### config.mk
export PLATFORM = sky130hd
export DESIGN_NAME = clight_ctrl
export DESIGN_NICKNAME = d
export VERILOG_FILES = /design/src/rtl/clight_pkg.sv /design/src/rtl/clight_debounce.sv /design/src/rtl/clight_ctrl.sv
export SDC_FILE = /design/constraint.sdc
export NUM_CORES = 1
export LEC_CHECK = 0
export CAP_MARGIN = 5
export CORE_MARGIN = 8
export CORE_UTILIZATION = 55
export DETAILED_ROUTE_END_ITERATION = 16
export PLACE_DENSITY = 0.8
export SYNTH_ARGS = -nofsm -noshare
export SYNTH_HDL_FRONTEND = slang
export SYNTH_SLANG_ARGS = --single-unit
### constraint.sdc
create_clock -name clk -period 3.76 [get_ports clk]
set_clock_uncertainty 0.2 [all_clocks]
set_input_delay 0.564 -clock clk [delete_from_list [all_inputs] [get_ports clk]]
set_output_delay 0.564 -clock clk [all_outputs]
set_load 0.005 [all_outputs]
### src/rtl/clight_pkg.sv
`default_nettype none
// ============================================================================
//  Module      : clight_pkg
//  Description : Shared constants for the multi-switch light controller.
//                Holds the switch count, the default debounce and on-time
//                lengths, the matching default counter widths, and a small
//                parity helper used to decide whether a change vector
//                toggles the lamp.
//  Revision    : 1.0  initial release
// ============================================================================
package clight_pkg;

    // Number of independent mechanical switches controlling the lamp
    localparam int N_SW = 3;

    // Default configuration values
    localparam int DEB_CYCLES_DEF     = 4;
    localparam int TIMEOUT_CYCLES_DEF = 16;

    // Counter widths for the default configuration. Each counter must be
    // able to hold its terminal value without wrapping.
    localparam int DEB_CNT_W_DEF = $clog2(DEB_CYCLES_DEF + 1);
    localparam int TMR_CNT_W_DEF = $clog2(TIMEOUT_CYCLES_DEF + 1);

    typedef logic [N_SW-1:0] sw_vec_t;

    // Odd number of switch changes flips the lamp; an even number
    // (including zero) cancels out.
    function automatic logic odd_changes(input sw_vec_t ch);
        return ^ch;
    endfunction

endpackage : clight_pkg
`default_nettype wire

### src/rtl/clight_debounce.sv
`default_nettype none
// ============================================================================
//  Module      : clight_debounce
//  Description : Two-flop synchroniser followed by a mismatch-counting
//                debouncer for one raw switch input. The debounced level
//                flips only after DEB_CYCLES consecutive synchronised samples
//                disagree with it; any agreeing sample clears the count.
//  Ports       : clk     - clock, rising edge
//                reset   - synchronous, active-high
//                d       - raw asynchronous switch level
//                q       - registered debounced level
//                q_next  - value q takes at the next edge, so the parent can
//                          react on the same edge that q changes
//  Revision    : 1.0  initial release
// ============================================================================
module clight_debounce
    import clight_pkg::*;
#(
    parameter int DEB_CYCLES = DEB_CYCLES_DEF
) (
    input  logic clk,
    input  logic reset,
    input  logic d,
    output logic q,
    output logic q_next
);

    localparam int CNT_W = $clog2(DEB_CYCLES + 1);
    localparam logic [CNT_W-1:0] CNT_LAST = CNT_W'(DEB_CYCLES - 1);

    logic             sync1_q;
    logic             sync2_q;
    logic [CNT_W-1:0] cnt_q;
    logic [CNT_W-1:0] cnt_d;
    logic             db_q;
    logic             db_d;

    // The sample that completes the run of DEB_CYCLES mismatches flips the
    // output directly, which is why the compare is against DEB_CYCLES-1.
    always_comb begin
        cnt_d = '0;
        db_d  = db_q;
        if (sync2_q != db_q) begin
            if (cnt_q == CNT_LAST) begin
                db_d  = ~db_q;
                cnt_d = '0;
            end else begin
                cnt_d = cnt_q + 1'b1;
            end
        end
    end

    always_ff @(posedge clk) begin
        if (reset) begin
            sync1_q <= 1'b0;
            sync2_q <= 1'b0;
            cnt_q   <= '0;
            db_q    <= 1'b0;
        end else begin
            sync1_q <= d;
            sync2_q <= sync1_q;
            cnt_q   <= cnt_d;
            db_q    <= db_d;
        end
    end

    // During reset the next registered value is 0 regardless of the inputs.
    assign q      = db_q;
    assign q_next = reset ? 1'b0 : db_d;

endmodule : clight_debounce
`default_nettype wire

### src/rtl/clight_ctrl.sv
`default_nettype none
// ============================================================================
//  Module      : clight_ctrl
//  Description : Multi-switch (staircase style) light controller. Three raw
//                switches are synchronised and debounced; every accepted
//                change of odd parity toggles the registered lamp output.
//                An optional auto-off timer turns the lamp off after
//                TIMEOUT_CYCLES cycles without switch activity.
//  Config      : CLIGHT_TIMEOUT_EN - when defined, the auto-off timer is
//                built; otherwise timeout_pulse is tied low and
//                TIMEOUT_CYCLES has no effect.
//  Ports       : clk           - clock, rising edge
//                reset         - synchronous, active-high
//                sw[2:0]       - raw asynchronous switch levels
//                sw_db[2:0]    - debounced switch levels
//                light         - lamp drive, 1 = on
//                toggle_pulse  - one-cycle strobe, lamp changed by switches
//                timeout_pulse - one-cycle strobe, lamp forced off by timer
//  Revision    : 1.0  initial release
// ============================================================================
module clight_ctrl
    import clight_pkg::*;
#(
    parameter int DEB_CYCLES     = DEB_CYCLES_DEF,
    parameter int TIMEOUT_CYCLES = TIMEOUT_CYCLES_DEF
) (
    input  logic       clk,
    input  logic       reset,
    input  logic [2:0] sw,
    output logic [2:0] sw_db,
    output logic       light,
    output logic       toggle_pulse,
    output logic       timeout_pulse
);

    sw_vec_t sw_db_q;
    sw_vec_t sw_db_d;
    sw_vec_t ch;
    logic    toggle;

    logic    light_q;
    logic    light_d;
    logic    toggle_pulse_q;
    logic    timeout_pulse_q;
    logic    timeout_pulse_d;

    // ------------------------------------------------------------------
    // Per-switch synchroniser + debouncer
    // ------------------------------------------------------------------
    generate
        for (genvar i = 0; i < N_SW; i++) begin : g_sw
            clight_debounce #(
                .DEB_CYCLES (DEB_CYCLES)
            ) u_debounce (
                .clk    (clk),
                .reset  (reset),
                .d      (sw[i]),
                .q      (sw_db_q[i]),
                .q_next (sw_db_d[i])
            );
        end
    endgenerate

    // Changes accepted on the coming edge. Two simultaneous changes cancel;
    // three behave like one.
    assign ch     = sw_db_d ^ sw_db_q;
    assign toggle = odd_changes(ch);

`ifdef CLIGHT_TIMEOUT_EN
    // ------------------------------------------------------------------
    // Auto-off timer
    // ------------------------------------------------------------------
    localparam int TMR_W = $clog2(TIMEOUT_CYCLES + 1);
    localparam logic [TMR_W-1:0] TMR_LAST = TMR_W'(TIMEOUT_CYCLES - 1);

    logic [TMR_W-1:0] tmr_q;
    logic [TMR_W-1:0] tmr_d;
    logic             tmr_hit;

    // The timer is 0 on the edge the lamp turns on and reaches
    // TIMEOUT_CYCLES-1 one edge before the lamp must go off, so the lamp is
    // high for exactly TIMEOUT_CYCLES cycles. A switch toggle on the same
    // edge takes priority over the timeout.
    assign tmr_hit = light_q && !toggle && (tmr_q == TMR_LAST);

    always_comb begin
        tmr_d = '0;
        if (light_q && !toggle && !tmr_hit) begin
            tmr_d = tmr_q + 1'b1;
        end
    end

    always_ff @(posedge clk) begin
        if (reset) begin
            tmr_q <= '0;
        end else begin
            tmr_q <= tmr_d;
        end
    end

    always_comb begin
        light_d         = light_q ^ toggle;
        timeout_pulse_d = 1'b0;
        if (tmr_hit) begin
            light_d         = 1'b0;
            timeout_pulse_d = 1'b1;
        end
    end
`else
    // Without the timer the on-time parameter is intentionally unused.
    logic [31:0] unused_timeout_cfg;
    assign unused_timeout_cfg = 32'(TIMEOUT_CYCLES);

    always_comb begin
        light_d         = light_q ^ toggle;
        timeout_pulse_d = 1'b0;
    end
`endif

    // ------------------------------------------------------------------
    // Lamp and strobe registers
    // ------------------------------------------------------------------
    always_ff @(posedge clk) begin
        if (reset) begin
            light_q         <= 1'b0;
            toggle_pulse_q  <= 1'b0;
            timeout_pulse_q <= 1'b0;
        end else begin
            light_q         <= light_d;
            toggle_pulse_q  <= toggle;
            timeout_pulse_q <= timeout_pulse_d;
        end
    end

    assign sw_db         = sw_db_q;
    assign light         = light_q;
    assign toggle_pulse  = toggle_pulse_q;
    assign timeout_pulse = timeout_pulse_q;

endmodule : clight_ctrl
`default_nettype wire
==> flow_metrics.env, run 1 <==
export IMPL_outcome="complete, no violations"
export IMPL_grt_first_pass_wirelength_um=2076
export IMPL_post_synth_num_cell_types=25
export IMPL_worstReg2RegEnd="light"
export IMPL_ant_nets=0
export IMPL_total_number_of_yosys_warnings=0
export IMPL_ctsResizeCount=0
export IMPL_drtPass1Iterations=4
export IMPL_criticalPathCategory="in -> reg"
export IMPL_finalSetupViolations=0
export IMPL_synth_largest_area_cell="dfxtp_1"
export IMPL_hold_class="reg -> reg"
export IMPL_die_width_um=54.43
export IMPL_netlist_area_um2=812.0
export IMPL_synth_enable_flop_cells=0
export IMPL_first_global_vias=558
export IMPL_rows=14
export IMPL_initialDrtViolationCount=5
export IMPL_finalHoldViolations=0
export IMPL_critPathMaxFanout=18
export IMPL_htree_levels=1
export IMPL_fp_dieH_um=54.43
export IMPL_setup_worst_path_end="light"
export IMPL_syn2layout_area_growth_pct=13.71
export IMPL_clock_fmax_mhz=391.2
export IMPL_tritoncts="built"
export IMPL_worstPathBufferInverterCount=1
export IMPL_area_share_of_the_largest_cell_type_after_synthesis_pct=49.31
export IMPL_n_fill_cell=133
export IMPL_post_dp_hpwl_um=892
export IMPL_ys_flop_type="dfxtp_1"
export IMPL_drive_gt1_share_pct=5.495
export IMPL_inserted_diodes=0
export IMPL_power_per_cell_area_nw_per_um2=375.7
export IMPL_netlist_top_cells_count="dfxtp_1, nor2_1, nor2b_1, ha_1, inv_1"
export IMPL_initial_utilization_pct=56.53
export IMPL_number_of_flip_flops_and_latches_in_the_synthesized_netlist=20
export IMPL_tightest_slew_ps=503.0
export IMPL_period_share_pct=67.98
export IMPL_reg2reg_depth=7
export IMPL_synth_seq_area_share_pct=49.31
export IMPL_netlist_instances=83
export IMPL_route_final_wire_length_um=1117
export IMPL_required_ps=3770
export IMPL_remaining_drc_errors=0
export IMPL_crit_reg2reg_launch="g_sw[2].u_debounce.cnt_q[0]"
export IMPL_clk_pin_slew_ps=100
export IMPL_vias_after_detailed_routing=534
export IMPL_dpl_cell_area_um2=887.1
export IMPL_largest_voltage_drop_on_the_vdd_net_mv=0.2599
export IMPL_post_cts_repair_setup_buffers=0
export IMPL_power_leakage_nw=0.3710
export IMPL_rsz0062_at_grt="false"
export IMPL_postSynthNetCount=94
export IMPL_num_io_pins=11
export IMPL_clk_root_buffer_cell="clkbuf_4"
export IMPL_io_buffer_count=9
export IMPL_reg_to_reg_slack_setup_ps=1550
export IMPL_synth_most_common_cell="dfxtp_1"
export IMPL_critical_path_top_delay_family="simple AND/OR/NAND/NOR gates"
export IMPL_post_route_min_period_ps=2556
export IMPL_grt_max_degree=19
export IMPL_ys_async_sr_fraction_pct=0
export IMPL_post_route_cell_area_um2=923.4
export IMPL_synth_top_cells_by_area="dfxtp_1, ha_1, nor2b_1"
export IMPL_finalMaxSlewViolations=0
export IMPL_crit_path_max_incr_delay_ps=660
export IMPL_grt_util_all_layers_pct=9.375
export IMPL_tritoncts_num_buffers=3
export IMPL_clockBufferDepth=2
export IMPL_worst_endpoint_arrival_ps=2570
export IMPL_cts_hold_fix_buffers=0
export IMPL_net_total_in_the_final_layout=103
export IMPL_startpoint_type="primary input"
export IMPL_slew_headroom_pct=66.36
export IMPL_gp_congestion=0.7405
export IMPL_design_core_area_um2=1436
export IMPL_antenna_found_initial=0
export IMPL_worstSetupPathDepth=5
export IMPL_detail_route_vias_per_cell=4.991
export IMPL_crit_start="reset"
export IMPL_clkLatencyLatePin_ps=280
export IMPL_max_cap_violations=0
export IMPL_routed_length_per_placed_instance_um=10.44
export IMPL_worstSetupEndpointType="flip-flop"
export IMPL_globalRouteOverflowTotal=0
export IMPL_fin_tns_setup_ps=0
export IMPL_floorplan_die_area_um2=2962
export IMPL_worst_path_max_delay_cell="clkdlybuf4s50_1"
export IMPL_cts_sink_count=20
export IMPL_critical_path_cell_chain="clkdlybuf4s50_1 > or3_1 > and3_4 > or4_1 > a21oi_1"
export IMPL_synthesized_area_per_cell_um2=9.783
-- where the power goes --
part	total, W	internal [W]	switching, W
sequential	0.000218	0.000216	0.00000186
clock	0.000117	0.0000589	0.0000581
combinational	0.0000124	0.00000714	0.00000529
-- registers in the layout, indices dropped and copies added, names as in the netlist --
name / flops
g_sw.u_debounce.q: 3
toggle_pulse: 1
light: 1
g_sw.u_debounce.sync1_q: 3
g_sw.u_debounce.sync2_q: 3
g_sw.u_debounce.cnt_q: 9
-- kinds of logic after synthesis --
family	synth area share, %
simple gates	22.19
xor+xnor	3.236
fa+ha+maj	9.245
compound gates	6.473
flops	49.31
mux	2.465
buf+inv	6.625
other cells	0.4618
-- placed cells by master, fill, tap and decap left out, types with 2 or more instances in the layout --
cell type        instances
a21oi_1                  4
and3_1                   2
clkbuf_4                 3
clkdlybuf4s50_1          9
dfxtp_1                 20
ha_1                     6
inv_1                    5
mux2i_1                  2
nand2_1                  3
nor2_1                  11
nor2b_1                  7
o21ai_0                  2
or3_1                    3
xnor2_1                  2
-- worst min-delay path by stage --
| stage | cells after the start | slack [ps] | endpoint | start |
|---|---|---|---|---|
| CTS | 1 | 230 | g_sw[2].u_debounce.cnt_q[0] | g_sw[2].u_debounce.cnt_q[0] |
| global placement | 1 | 210 | g_sw[2].u_debounce.cnt_q[0] | g_sw[2].u_debounce.cnt_q[0] |
| finish | 1 | 230 | g_sw[0].u_debounce.cnt_q[0] | g_sw[0].u_debounce.cnt_q[0] |
| floorplan | 1 | 200 | g_sw[1].u_debounce.cnt_q[0] | g_sw[1].u_debounce.cnt_q[0] |
| global route | 1 | 260 | g_sw[2].u_debounce.cnt_q[0] | g_sw[2].u_debounce.cnt_q[0] |
| detailed placement | 1 | 210 | g_sw[2].u_debounce.cnt_q[0] | g_sw[2].u_debounce.cnt_q[0] |
-- per-stage QoR --
step / hold WS [ps] / power (W) / worst slack, ps / cells / utilization [%]
floorplan: 197.4 / 0.0002298 / 1692 / 83 / -
global placement: 208.1 / 0.0002343 / 930.4 / 103 / 61.76
detailed placement: 213.3 / 0.0002349 / 891.2 / 103 / 61.76
CTS: 228.8 / 0.0003523 / 1195 / 107 / 64.29
global route: 256.9 / 0.0003637 / 1063 / 107 / 64.29
finish: 227.7 / 0.0003469 / 1204 / 107 / 64.29
-- worst reg2reg max path: cells and delay by family (launching register included) --
family / cells / cell delay, ps
and+or+nand+nor: 2 / 700
AOI/OAI and AO/OA: 3 / 520
adders and majority gates: 2 / 400
DFF: 1 / 330
-- per-layer routing --
metal | vias up | routed length [um] | global-route usage [%]
met5 | - | 0 | 0
met3 | 0 | 73 | 3.804
li1 | 286 | - | -
met4 | 0 | 0 | 6.148
met2 | 8 | 527 | 15.27
met1 | 240 | 516 | 9.779
-- layout make-up --
cell class                 instances  area, um2  area share [%]
clock buffer                       4      36.28           3.930
inverter                           5      18.77           2.033
multi-input combinational         53      357.8           38.75
tap                               16      20.02           2.168
sequential                        20      400.4           43.36
timing repair buffer               9      90.09           9.756
Note: power is estimated with default switching activity, not from simulation.
==> inputs of run 2 (changes only) <==
--- a/config.mk
+++ b/config.mk
@@ -7,9 +7,9 @@
 export LEC_CHECK = 0
 export CAP_MARGIN = 5
 export CORE_MARGIN = 8
-export CORE_UTILIZATION = 55
+export CORE_UTILIZATION = 51
 export DETAILED_ROUTE_END_ITERATION = 16
-export PLACE_DENSITY = 0.8
+export PLACE_DENSITY = 0.75
 export SYNTH_ARGS = -nofsm -noshare
 export SYNTH_HDL_FRONTEND = slang
 export SYNTH_SLANG_ARGS = --single-unit
==> constraint.sdc (replaced) <==
create_clock -name clk -period 2.6 [get_ports clk]
set_clock_uncertainty 0.2 [all_clocks]
set_input_delay 0.39 -clock clk [delete_from_list [all_inputs] [get_ports clk]]
set_output_delay 0.39 -clock clk [all_outputs]
set_load 0.005 [all_outputs]
==> run 2 against run 1 <==
Effect of this change:
- die area is 5.5% higher
- flip-flop and latch count stayed put
- power is 47% higher
- largest power group unchanged
==> flow_metrics.env, run 2 (synthesized netlist as in run 1, its figures left out) <==
export IMPL_sequential_cell_area_um2=400.4
export IMPL_required_ps=2630
export IMPL_drtPass1Iterations=3
export IMPL_cts_hold_fix_buffers=0
export IMPL_power_per_cell_area_nw_per_um2=542.6
export IMPL_num_io_pins=11
export IMPL_fin_tns_setup_ps=0
export IMPL_ctsResizeCount=0
export IMPL_clockBufferDepth=2
export IMPL_startpoint_type="flip-flop"
export IMPL_route_final_wire_length_um=1194
export IMPL_final_cells=109
export IMPL_globalRouteOverflowTotal=0
export IMPL_detail_route_vias_per_cell=5.028
export IMPL_post_dp_hpwl_um=941.8
export IMPL_worstSetupEndpointType="flip-flop"
export IMPL_n_fill_cell=136
export IMPL_htree_levels=1
export IMPL_largest_register="g_sw.u_debounce.cnt_q"
export IMPL_critical_path_cell_chain="ha_1 > ha_1 > nor2b_1 > o21ai_0 > a21oi_1 > or4_1 > a21oi_1"
export IMPL_design_core_area_um2=1506
export IMPL_grt_first_pass_wirelength_um=2132
export IMPL_clk_root_buffer_cell="clkbuf_4"
export IMPL_rsz0062_at_grt="false"
export IMPL_ant_nets=0
export IMPL_critPathMaxFanout=4
export IMPL_first_global_vias=572
export IMPL_multi_input_area_um2=357.8
export IMPL_period_share_pct=85.86
export IMPL_grt_util_all_layers_pct=8.460
export IMPL_remaining_drc_errors=0
export IMPL_clock_fmax_mhz=447.9
export IMPL_max_cap_violations=0
export IMPL_initial_utilization_pct=53.90
export IMPL_dp_cells=105
export IMPL_layout_common_cells="dfxtp_1, nor2_1, clkdlybuf4s50_1, nor2b_1, ha_1"
export IMPL_max_reg_flops=9
export IMPL_cts_sink_count=20
export IMPL_criticalPathCategory="reg -> reg"
export IMPL_vias_after_detailed_routing=548
export IMPL_routed_length_per_placed_instance_um=10.95
export IMPL_floorplan_die_area_um2=3125
export IMPL_rows=14
export IMPL_post_cts_repair_setup_buffers=0
export IMPL_finalMaxSlewViolations=0
export IMPL_crit_path_max_incr_delay_ps=420
export IMPL_tritoncts_num_buffers=3
export IMPL_finalSetupViolations=0
export IMPL_drive_gt1_share_pct=7.527
export IMPL_clkLatencyLatePin_ps=300
export IMPL_finalHoldViolations=0
export IMPL_largest_voltage_drop_on_the_vdd_net_mv=0.3417
export IMPL_fp_dieH_um=55.90
export IMPL_most_common_library_cell_in_the_layout_ignoring_fill_and_taps="dfxtp_1"
export IMPL_clk_pin_slew_ps=100
export IMPL_syn2layout_area_growth_pct=15.56
export IMPL_power_leakage_nw=0.3806
export IMPL_gp_congestion=0.7571
export IMPL_worst_path_max_delay_cell="or4_1"
export IMPL_grt_max_degree=12
export IMPL_worst_endpoint_arrival_ps=2270
export IMPL_net_total_in_the_final_layout=105
export IMPL_inserted_diodes=0
export IMPL_outcome="complete, no violations"
export IMPL_post_route_min_period_ps=2232
export IMPL_hold_class="reg -> reg"
export IMPL_tritoncts="built"
export IMPL_antenna_found_initial=0
export IMPL_io_buffer_count=9
export IMPL_initialDrtViolationCount=4
export IMPL_die_width_um=55.90
## run 2: cell count changes in the layout (fill, tap and decap cells not counted), sizes merged
cell and change:
buf +2
## run 2: through the flow
step / setup slack (ps) / power [W] / cell area [um2] / utilization, % / hold WS [ps]
after floorplan: 531.8 / 0.0003323 / 812.0 / - / 197.4
after CTS: 367.5 / 0.0005167 / 938.4 / 62.29 / 227.6
final: 367.6 / 0.0005092 / 938.4 / 62.29 / 222.2
after global placement: 267.6 / 0.0003414 / 902.1 / 59.88 / 204.7
after detailed placement: 217.1 / 0.0003425 / 902.1 / 59.88 / 212.7
after global routing: 186.3 / 0.0005283 / 938.4 / 62.29 / 249.2
## run 2: final timing paths
path                               startpoint  depth (start not counted)                          end  slack (ps)
setup / recovery  g_sw[0].u_debounce.cnt_q[0]                          7                        light         370
hold / removal    g_sw[0].u_debounce.cnt_q[0]                          1  g_sw[0].u_debounce.cnt_q[0]         220
setup reg to reg  g_sw[0].u_debounce.cnt_q[0]                          7                        light         370
hold reg to reg   g_sw[0].u_debounce.cnt_q[0]                          1  g_sw[0].u_debounce.cnt_q[0]         220
## run 2: cell type report
cell class	count	area share, %
Timing Repair Buffer	11	11.20
Multi-Input combinational cell	53	38.13
Tap cell	16	2.133
Clock buffer	4	3.867
Sequential cell	20	42.67
Inverter	5	2.000
## run 2: power by group
part / internal (W) / switching (W) / total, W
sequential: 0.000312 / 0.00000264 / 0.000315
clock: 0.0000855 / 0.0000888 / 0.000174
combinational: 0.0000122 / 0.00000809 / 0.0000203
## run 2: layer usage
metal | part of all wire (%) | global-route usage, % | routed length (um)
met1 | 49 | 8.747 | 584
met2 | 40 | 12.50 | 480
met3 | 5.9 | 3.653 | 71
met4 | 4.9 | 7.904 | 58
met5 | 0 | 0 | 0
## run 2: critical path, delay by kind of cell (launching register included)
family          cells  cell delay [ps]
compound gates      3              670
fa+ha+maj           2              410
simple gates        2              560
flops               1              320
==> inputs of run 3 (changes only) <==
==> constraint.sdc (replaced) <==
create_clock -name clk -period 2.1 [get_ports clk]
set_clock_uncertainty 0.2 [all_clocks]
set_input_delay 0.315 -clock clk [delete_from_list [all_inputs] [get_ports clk]]
set_output_delay 0.315 -clock clk [all_outputs]
set_load 0.005 [all_outputs]
==> run 3 against run 2 <==
Effect of this change:
- global-route usage up 0.64 points
- cell area up 8.8%
- via count up 7.5%
==> flow_metrics.env, run 3 (synthesized netlist as in run 1, its figures left out) <==
export IMPL_finalMaxSlewViolations=0
export IMPL_vias_after_detailed_routing=589
export IMPL_initialDrtViolationCount=6
export IMPL_worstSetupEndpointType="flip-flop"
export IMPL_tritoncts="built"
export IMPL_htree_levels=1
export IMPL_cts_hold_fix_buffers=0
export IMPL_gp_congestion=0.8566
export IMPL_max_reg_flops=9
export IMPL_finalHoldViolations=0
export IMPL_multi_input_area_um2=421.7
export IMPL_hold_class="reg -> reg"
export IMPL_criticalPathCategory="reg -> reg"
export IMPL_worst_endpoint_arrival_ps=2100
export IMPL_final_util_pct=67.77
export IMPL_net_total_in_the_final_layout=109
export IMPL_largest_register="g_sw.u_debounce.cnt_q"
export IMPL_post_route_min_period_ps=2058
export IMPL_power_leakage_nw=0.4106
export IMPL_clk_root_buffer_cell="clkbuf_4"
export IMPL_post_cts_repair_setup_buffers=0
export IMPL_clock_fmax_mhz=485.9
export IMPL_clk_pin_slew_ps=100
export IMPL_io_buffer_count=9
export IMPL_floorplan_die_area_um2=3125
export IMPL_finalSetupViolations=0
export IMPL_design_core_area_um2=1506
export IMPL_syn2layout_area_growth_pct=25.73
export IMPL_remaining_drc_errors=0
export IMPL_clkLatencyLatePin_ps=290
export IMPL_min_from="g_sw[1].u_debounce.cnt_q[0]"
export IMPL_layout_common_cells="dfxtp_1, nor2_1, clkdlybuf4s50_1, nor2b_1, buf_4"
export IMPL_final_cells=112
export IMPL_detail_route_vias_per_cell=5.259
export IMPL_max_cap_violations=0
export IMPL_n_fill_cell=130
export IMPL_tritoncts_num_buffers=3
export IMPL_clockBufferDepth=2
export IMPL_ant_nets=0
export IMPL_rsz0062_at_grt="true"
export IMPL_drtPass1Iterations=4
export IMPL_power_per_cell_area_nw_per_um2=577.8
export IMPL_startpoint_type="flip-flop"
export IMPL_hold_path_end="g_sw[1].u_debounce.cnt_q[0]"
export IMPL_route_final_wire_length_um=1405
export IMPL_initial_utilization_pct=53.90
export IMPL_first_global_vias=607
export IMPL_holdWs_ps=235.3
export IMPL_worstReg2RegEnd="light"
export IMPL_drive_gt1_share_pct=21.88
export IMPL_routed_length_per_placed_instance_um=12.54
export IMPL_critPathMaxFanout=4
export IMPL_period_share_pct=98.00
export IMPL_fp_dieH_um=55.90
export IMPL_num_io_pins=11
export IMPL_cts_sink_count=20
export IMPL_outcome="complete, no violations"
export IMPL_inserted_diodes=0
export IMPL_largest_voltage_drop_on_the_vdd_net_mv=0.3006
export IMPL_hold_depth=1
export IMPL_grt_first_pass_wirelength_um=2359
export IMPL_die_width_um=55.90
export IMPL_dp_cells=109
export IMPL_crit_reg2reg_launch="g_sw[2].u_debounce.cnt_q[0]"
export IMPL_reg2reg_depth=7
export IMPL_most_common_library_cell_in_the_layout_ignoring_fill_and_taps="dfxtp_1"
export IMPL_grt_max_degree=15
export IMPL_rows=14
export IMPL_globalRouteOverflowTotal=0
export IMPL_antenna_found_initial=0
export IMPL_post_dp_hpwl_um=1067
export IMPL_fin_tns_setup_ps=0
export IMPL_required_ps=2140
export IMPL_sequential_cell_area_um2=402.9
export IMPL_grt_util_all_layers_pct=9.099
export IMPL_reg_to_reg_slack_setup_ps=40
-- run 3: cell types whose count changed in the layout (fill, tap and decap cells not counted), sizes merged --
cell,delta
buf,+4
clkbuf,-1
-- run 3: critical path: stages (launching register included) --
cell,delay (ps)
dfxtp_2,360
ha_4,140
ha_4,150
nand2_4,60
or3_4,330
and3_4,160
or4_4,480
a21oi_2,130
-- run 3: stage by stage --
stage          setup WS, ps  total power (W)  cell area (um2)
2_1_floorplan         31.75        0.0004114            812.0
3_3_place_gp         -104.1        0.0004227            932.1
3_5_place_dp         -158.1        0.0004243            932.1
4_1_cts               11.70        0.0005966            988.4
5_1_grt              -26.71        0.0006132             1021
6_report              42.06        0.0005899             1021
-- run 3: power breakdown --
group	internal, W	switching, W	leakage (nW)
sequential	0.000386	0.00000429	0.164
clock	0.0000668	0.000106	0.0138
combinational	0.0000155	0.0000112	0.233
-- run 3: worst max-delay path by stage --
stage	startpoint	slack (ps)	cells past startpoint	endpoint
floorplan	g_sw[2].u_debounce.cnt_q[0]	30	7	light
global placement	reset	-100	5	light
detailed placement	reset	-160	5	light
CTS	g_sw[2].u_debounce.cnt_q[0]	10	7	light
global route	g_sw[2].u_debounce.cnt_q[0]	-30	7	light
finish	g_sw[2].u_debounce.cnt_q[0]	40	7	light
-- run 3: layer usage --
metal  vias to the layer above  global-route usage [%]  part of all wire, %
met5                         -                       0                    0
li1                        300                       -                    -
met1                       274                   8.862                   45
met3                         2                   3.196                  5.1
met2                        13                   15.87                   48
met4                         0                   5.842                  1.6
-- run 3: final cells by class --
cell class,count,share of cell area (%)
repair buffers,15,13.24
multi-input cells,53,41.30
inverters,5,1.838
clock buffers,3,2.206
flip-flops and latches,20,39.46
well taps,16,1.961
-- run 3: what timing repair did --
action	4_1_cts	5_1_grt
pin swaps	3	4
endpoints found under the setup margin	2	2
gates resized for setup	8	9
